--- config.mk ---
export PLATFORM = sky130hd
export DESIGN_NAME = core_io_slave
export DESIGN_NICKNAME = d
export VERILOG_FILES = /design/src/rtl/io_pkg.sv /design/src/rtl/io_fifo.sv /design/src/rtl/core_io_slave.sv
export SDC_FILE = /design/constraint.sdc
export NUM_CORES = 1
export LEC_CHECK = 0
export ABC_AREA = 0
export CAP_MARGIN = 0
export CORE_ASPECT_RATIO = 1.75
export CORE_UTILIZATION = 62
export CTS_CLUSTER_SIZE = 10
export DETAILED_ROUTE_END_ITERATION = 8
export PLACE_DENSITY = 0.93
export SYNTH_ARGS = -nofsm -noshare
export SYNTH_HDL_FRONTEND = slang
export SYNTH_SLANG_ARGS = --single-unit
--- constraint.sdc ---
create_clock -name CLK -period 6.6 [get_ports CLK]
set_clock_uncertainty 0.2 [all_clocks]
set_input_delay 1.98 -clock CLK [delete_from_list [all_inputs] [get_ports CLK]]
set_output_delay 1.98 -clock CLK [all_outputs]
set_load 0.05 [all_outputs]
--- src/rtl/io_pkg.sv ---
// Shared definitions for core_io_slave: register map, STAT bit layout and AXI response codes.
package io_pkg;

  typedef enum logic [1:0] {
    RegRxData = 2'd0,
    RegTxData = 2'd1,
    RegStat   = 2'd2,
    RegCtrl   = 2'd3
  } io_reg_e;

  localparam int unsigned StatTxFull     = 0;
  localparam int unsigned StatRxNonEmpty = 1;
  localparam int unsigned StatRxFull     = 2;
  localparam int unsigned StatTxOvf      = 3;
  localparam int unsigned StatRxOvf      = 4;

  localparam int unsigned CtrlClrBit = 0;

  localparam logic [1:0] RespOkay   = 2'b00;
  localparam logic [1:0] RespSlverr = 2'b10;

endpackage

--- src/rtl/io_fifo.sv ---
// Byte FIFO with power-of-two depth; push and pop may coincide, including at full and at empty.
module io_fifo #(
  parameter int unsigned Depth = 16
) (
  input  logic       clk_i,
  input  logic       rst_ni,
  input  logic       push_i,
  input  logic [7:0] wdata_i,
  input  logic       pop_i,
  output logic [7:0] rdata_o,
  output logic       full_o,
  output logic       empty_o
);

  localparam int unsigned PtrW = $clog2(Depth);

  logic [7:0]      mem_q [Depth];
  logic [PtrW-1:0] wptr_q, rptr_q;
  logic [PtrW:0]   count_q;
  logic            push_ok, pop_ok;

  assign empty_o = (count_q == '0);
  assign full_o  = (count_q == (PtrW+1)'(Depth));
  assign rdata_o = mem_q[rptr_q];

  assign pop_ok  = pop_i & ~empty_o;
  // A pop in the same cycle frees the slot the push needs.
  assign push_ok = push_i & (~full_o | pop_ok);

  always_ff @(posedge clk_i) begin
    if (!rst_ni) begin
      wptr_q  <= '0;
      rptr_q  <= '0;
      count_q <= '0;
    end else begin
      if (push_ok) wptr_q <= wptr_q + 1'b1;
      if (pop_ok)  rptr_q <= rptr_q + 1'b1;
      unique case ({push_ok, pop_ok})
        2'b10:   count_q <= count_q + 1'b1;
        2'b01:   count_q <= count_q - 1'b1;
        default: count_q <= count_q;
      endcase
    end
  end

  always_ff @(posedge clk_i) begin
    if (push_ok) mem_q[wptr_q] <= wdata_i;
  end

endmodule

--- src/rtl/core_io_slave.sv ---
// AXI4-Lite slave bridging byte TX/RX streams through two FIFOs.
// Define IO_SLVERR_EN to report SLVERR on illegal accesses and dropped TX bytes.
module core_io_slave
  import io_pkg::*;
#(
  parameter int unsigned FIFO_DEPTH = 16
) (
  input  logic        CLK,
  input  logic        RST_N,
  input  logic [3:0]  S_AXI_AWADDR,
  input  logic        S_AXI_AWVALID,
  output logic        S_AXI_AWREADY,
  input  logic [31:0] S_AXI_WDATA,
  input  logic [3:0]  S_AXI_WSTB,
  input  logic        S_AXI_WVALID,
  output logic        S_AXI_WREADY,
  output logic [1:0]  S_AXI_BRESP,
  output logic        S_AXI_BVALID,
  input  logic        S_AXI_BREADY,
  input  logic [3:0]  S_AXI_ARADDR,
  input  logic        S_AXI_ARVALID,
  output logic        S_AXI_ARREADY,
  output logic [31:0] S_AXI_RDATA,
  output logic [1:0]  S_AXI_RRESP,
  output logic        S_AXI_RVALID,
  input  logic        S_AXI_RREADY,
  output logic [7:0]  TX_TDATA,
  output logic        TX_TVALID,
  input  logic        TX_TREADY,
  input  logic [7:0]  RX_TDATA,
  input  logic        RX_TVALID,
  output logic        RX_TREADY
);

  logic        awready_q, wready_q, aw_held_q, w_held_q;
  io_reg_e     awreg_q;
  logic [7:0]  wbyte_q;
  logic        wstb0_q;
  logic        bvalid_q, rvalid_q;
  logic [1:0]  bresp_q, rresp_q, bresp_d, rresp_d;
  logic [31:0] rdata_q, rdata_d, stat;
  logic        tx_ovf_q, rx_ovf_q, tx_ovf_d, rx_ovf_d;

  logic        aw_hs, w_hs, b_hs, ar_hs, r_hs, wr_fire;
  io_reg_e     aw_reg_in, wr_reg, rd_reg;
  logic [7:0]  wr_byte, rx_head;
  logic        wr_stb0, wr_err, rd_err, ctrl_clr;
  logic        tx_push, tx_pop, tx_full, tx_empty, tx_drop;
  logic        rx_pop, rx_full, rx_empty, rx_drop;

  logic unused_ok;
  assign unused_ok = ^{S_AXI_AWADDR[1:0], S_AXI_ARADDR[1:0], S_AXI_WDATA[31:8], S_AXI_WSTB[3:1]};

  assign S_AXI_AWREADY = awready_q;
  assign S_AXI_WREADY  = wready_q;
  assign S_AXI_BVALID  = bvalid_q;
  assign S_AXI_BRESP   = bresp_q;
  assign S_AXI_ARREADY = ~rvalid_q;
  assign S_AXI_RVALID  = rvalid_q;
  assign S_AXI_RDATA   = rdata_q;
  assign S_AXI_RRESP   = rresp_q;
  assign RX_TREADY     = 1'b1;
  assign TX_TVALID     = ~tx_empty;

  assign aw_hs = S_AXI_AWVALID & awready_q;
  assign w_hs  = S_AXI_WVALID & wready_q;
  assign b_hs  = bvalid_q & S_AXI_BREADY;
  assign ar_hs = S_AXI_ARVALID & ~rvalid_q;
  assign r_hs  = rvalid_q & S_AXI_RREADY;

  // Either half may come from this cycle's handshake or from the held copy.
  assign aw_reg_in = io_reg_e'(S_AXI_AWADDR[3:2]);
  assign wr_reg    = aw_held_q ? awreg_q : aw_reg_in;
  assign wr_byte   = w_held_q ? wbyte_q : S_AXI_WDATA[7:0];
  assign wr_stb0   = w_held_q ? wstb0_q : S_AXI_WSTB[0];
  assign wr_fire   = (aw_held_q | aw_hs) & (w_held_q | w_hs) & ~bvalid_q;

  assign tx_push  = wr_fire & (wr_reg == RegTxData) & wr_stb0;
  assign tx_pop   = TX_TVALID & TX_TREADY;
  assign tx_drop  = tx_push & tx_full & ~tx_pop;
  assign ctrl_clr = wr_fire & (wr_reg == RegCtrl) & wr_stb0 & wr_byte[CtrlClrBit];

  assign rd_reg  = io_reg_e'(S_AXI_ARADDR[3:2]);
  assign rx_pop  = ar_hs & (rd_reg == RegRxData) & ~rx_empty;
  assign rx_drop = RX_TVALID & rx_full & ~rx_pop;

  // An overflow in the clearing cycle wins over the clear.
  assign tx_ovf_d = (tx_ovf_q & ~ctrl_clr) | tx_drop;
  assign rx_ovf_d = (rx_ovf_q & ~ctrl_clr) | rx_drop;

`ifdef IO_SLVERR_EN
  assign wr_err = (wr_reg == RegRxData) | (wr_reg == RegStat) | tx_drop;
  assign rd_err = (rd_reg == RegTxData);
`else
  assign wr_err = 1'b0;
  assign rd_err = 1'b0;
`endif

  assign bresp_d = wr_err ? RespSlverr : RespOkay;
  assign rresp_d = rd_err ? RespSlverr : RespOkay;

  always_comb begin
    stat                 = '0;
    stat[StatTxFull]     = tx_full;
    stat[StatRxNonEmpty] = ~rx_empty;
    stat[StatRxFull]     = rx_full;
    stat[StatTxOvf]      = tx_ovf_q;
    stat[StatRxOvf]      = rx_ovf_q;
  end

  always_comb begin
    rdata_d = '0;
    unique case (rd_reg)
      RegRxData: rdata_d = rx_empty ? 32'h8000_0000 : {24'h0, rx_head};
      RegStat:   rdata_d = stat;
      default:   rdata_d = '0;
    endcase
  end

  always_ff @(posedge CLK) begin
    if (!RST_N) begin
      awready_q <= 1'b1;
      wready_q  <= 1'b1;
      aw_held_q <= 1'b0;
      w_held_q  <= 1'b0;
      awreg_q   <= RegRxData;
      wbyte_q   <= '0;
      wstb0_q   <= 1'b0;
      bvalid_q  <= 1'b0;
      bresp_q   <= RespOkay;
      rvalid_q  <= 1'b0;
      rresp_q   <= RespOkay;
      rdata_q   <= '0;
      tx_ovf_q  <= 1'b0;
      rx_ovf_q  <= 1'b0;
    end else begin
      tx_ovf_q <= tx_ovf_d;
      rx_ovf_q <= rx_ovf_d;
      if (aw_hs) begin
        aw_held_q <= 1'b1;
        awready_q <= 1'b0;
        awreg_q   <= aw_reg_in;
      end
      if (w_hs) begin
        w_held_q <= 1'b1;
        wready_q <= 1'b0;
        wbyte_q  <= S_AXI_WDATA[7:0];
        wstb0_q  <= S_AXI_WSTB[0];
      end
      // READY stays low after the write executes until the B beat completes.
      if (wr_fire) begin
        aw_held_q <= 1'b0;
        w_held_q  <= 1'b0;
        bvalid_q  <= 1'b1;
        bresp_q   <= bresp_d;
      end
      if (b_hs) begin
        bvalid_q  <= 1'b0;
        awready_q <= 1'b1;
        wready_q  <= 1'b1;
      end
      if (ar_hs) begin
        rvalid_q <= 1'b1;
        rdata_q  <= rdata_d;
        rresp_q  <= rresp_d;
      end else if (r_hs) begin
        rvalid_q <= 1'b0;
      end
    end
  end

  io_fifo #(
    .Depth(FIFO_DEPTH)
  ) u_tx_fifo (
    .clk_i  (CLK),
    .rst_ni (RST_N),
    .push_i (tx_push),
    .wdata_i(wr_byte),
    .pop_i  (tx_pop),
    .rdata_o(TX_TDATA),
    .full_o (tx_full),
    .empty_o(tx_empty)
  );

  io_fifo #(
    .Depth(FIFO_DEPTH)
  ) u_rx_fifo (
    .clk_i  (CLK),
    .rst_ni (RST_N),
    .push_i (RX_TVALID),
    .wdata_i(RX_TDATA),
    .pop_i  (rx_pop),
    .rdata_o(rx_head),
    .full_o (rx_full),
    .empty_o(rx_empty)
  );

endmodule

==> results.json <==
{
  "num_rows": 69,
  "reg2reg_slack_ns": 2.76,
  "reg2reg_depth": 11,
  "worstSetupEndpointType": "primary output",
  "yosys.area.top_type_share_pct": 59.50,
  "crit_chain": "buf_4 > mux4_2 > mux4_2 > clkdlybuf4s50_1",
  "async_reset_ff_share_pct": 0,
  "p_per_area_mw_per_mm2": 334.6,
  "final.setup.tns_ns": 0,
  "ctsResizeCount": 0,
  "status": "finished, violations left",
  "hp-class": "reg2reg",
  "synth_edf_count": 256,
  "cp.arrival_ns": 3.18,
  "wl_per_cell_um": 25.83,
  "num_vias": 7261,
  "path_max_fanout": 32,
  "via_per_inst": 6.460,
  "dpl-instance-area_mm2": 0.01355,
  "cpMaxStageDelayCell": "clkdlybuf4s50_1",
  "clk_latency_ns": 0.52,
  "ios": 112,
  "worst_ep_required_time_ns": 4.42,
  "crit_end": "TX_TDATA[7]",
  "final_nets": 925,
  "syn2layout_area_growth_pct": 13.03,
  "rr_endpoint": "u_rx_fifo.count_q[4]",
  "n_antenna_cell": 0,
  "fin_area_mm2": 0.01460,
  "slew_headroom_pct": 20.37,
  "drv_slew": 0,
  "finalCritPeriodShare_pct": 81.19,
  "die-area_mm2": 0.02144,
  "violations": "DRC",
  "worst_ir_drop_vdd_mv": 0.2611,
  "die_h_um": 193.0,
  "track_usage_pct": 28.01,
  "grt_pass1_vias": 7508,
  "cts_setup_buffers": 0,
  "wl_um": 29030,
  "cts_tree": "built",
  "grt_max_degree": 45,
  "dpl.hpwl_um": 17680,
  "start_util_pct": 63.41,
  "drt_pass1_iterations": 7,
  "rsz0062_at_grt": "false",
  "crit_type": "reg2out",
  "reg2reg_from": "u_rx_fifo.count_q[1]",
  "layout_commonest_cell": "edfxtp_1",
  "critPathMaxStageDelay_ns": 0.72,
  "syn_avg_cell_area_um2": 16.35,
  "cts_root_buffer": "clkbuf_16",
  "cts_buffers": 37,
  "fillCellCount": 1166,
  "final_cell_mix": "edfxtp_1 (256), mux4_2 (71), dfxtp_1 (59)",
  "synth_ff_type": "edfxtp_1",
  "synth_cell_types": 50,
  "ant_nets": 0,
  "io_buffers": 52,
  "drcViolationCount": 9,
  "fmax_ghz": 0.1866,
  "synth-warning-count": 0,
  "fp.dieW_um": 111.1,
  "synth.area.top_cells": "edfxtp_1 (60%), mux4_2 (12%), dfxtp_1 (9.6%), buf_4 (1.7%), a21oi_1 (1.6%)",
  "drive_gt1_share_pct": 16.44,
  "fp.coreArea_mm2": 0.02037,
  "crit_path_frequent_cell": "mux4_2",
  "ys_ff_latch": 318,
  "cp-start-kind": "flip-flop",
  "overflow": 0,
  "cts_max_path_buffers": 3,
  "finalCriticalPeriod_ns": 5.359,
  "yosysTopAreaCell": "edfxtp_1",
  "clkTransAtPathRegs_ns": 0.05,
  "htreeDepth": 2,
  "total_power_mw": 4.886,
  "setup_viol_count_final": 0,
  "netlist_area_mm2": 0.01292,
  "grt_pass1_wl_um": 44040,
  "place_congestion": 0.8306,
  "hold_viol_final": 0,
  "postCtsHoldBufs": 0,
  "worstMarginPinSlew_ns": 1.190,
  "utilization_pct": 71.67,
  "dr.first_iter.drc_count": 682,
  "synth_cells": 790,
  "clock_sinks": 318,
  "maxCapViolCount": 0,
  "p_leak_nw": 4.839,
  "ys_seq_area_share_pct": 69.11,
  "grt_antenna_before_repair": 0
}
## metal layers
metal	vias to the layer above	share of wire (%)	global-route usage, %	routed length, µm
li1	3111	-	-	-
met1	3636	33	29.69	9599
met2	401	55	53.00	15970
met3	113	5.6	3.782	1638
met4	0	6.3	17.05	1818
met5	-	0	0	0
## state kept, by name (all words and copies together) (netlist names), 2 cells and up, named ones only
register	count
u_rx_fifo.mem_q	128
u_tx_fifo.mem_q	128
u_tx_fifo.count_q	5
S_AXI_RDATA	9
u_rx_fifo.wptr_q	4
u_tx_fifo.rptr_q	4
u_rx_fifo.count_q	5
u_rx_fifo.rptr_q	4
wbyte_q	8
awreg_q	2
u_tx_fifo.wptr_q	4
## where the power goes
group          internal (mW)  switching, mW  total, mW
combinational          0.336          0.439      0.775
sequential              2.22         0.0692       2.29
clock                   1.06          0.756       1.82
## stage by stage
step / worst slack [ns] / instances / hold WS (ns)
finish: 1.241 / 1124 / 0.2543
floorplan: 1.669 / 816 / 0.2329
global placement: 1.054 / 1058 / 0.2380
detailed placement: 0.9077 / 1058 / 0.2468
global route: 1.061 / 1124 / 0.2707
CTS: 1.192 / 1124 / 0.2553
## cells by family after synthesis
kind of cell / after synthesis / share of synthesized area [%]
AO/OA/AOI/OAI: 90 / 4.174
XOR/XNOR: 17 / 1.152
adder cells (fa/ha/maj): 15 / 1.453
buffers and inverters: 81 / 3.380
flip-flops: 318 / 69.11
multiplexers: 93 / 14.18
other: 2 / 0.05813
AND/OR/NAND/NOR: 174 / 6.498
## worst max-delay path: cells and delay by family (launching register included)
kind     cells  cell delay [ns]
buf+inv      2             1.22
flops        1             0.31
mux          2             1.12
## worst min-delay path by stage
stage,endpoint,slack (ns),depth (start not counted),startpoint
global route,wbyte_q[5],0.27,2,wbyte_q[5]
finish,wbyte_q[3],0.25,2,wbyte_q[3]
CTS,wbyte_q[3],0.26,2,wbyte_q[3]
global placement,wbyte_q[2],0.24,2,wbyte_q[2]
floorplan,awreg_q[1],0.23,2,awreg_q[1]
detailed placement,wbyte_q[0],0.25,2,wbyte_q[0]
## synthesized netlist by cell type (3+ instances only)
library cell and instances:
ha_1 15, a21oi_1 42, a22oi_1 6, buf_4 29, nor2b_1 6, nor3_1 12, xnor2_1 6, nand4_1 6
edfxtp_1 256, buf_1 3, nand2b_1 7, dfxtp_1 62, mux2i_1 12, buf_2 7, nor2_1 43, o21ai_0 12
inv_1 15, clkbuf_1 24, a31oi_1 10, mux2_2 10, mux4_2 71, and2_1 3, and3_1 16, a31o_2 4
o21a_1 4, nand3_1 11, xor2_1 11, nand2_1 56, or3_1 5
## layout make-up
type | instances | area [µm²] | share of cell area, %
multi-input cells | 417 | 3672 | 25.15
inverters | 16 | 60.06 | 0.4113
flip-flops and latches | 318 | 8932 | 61.17
clock buffers | 64 | 1037 | 7.103
repair buffers | 59 | 573.1 | 3.924
clock inverters | 2 | 17.52 | 0.1200
well taps | 248 | 310.3 | 2.125
Power figures use the tool's default switching activity.
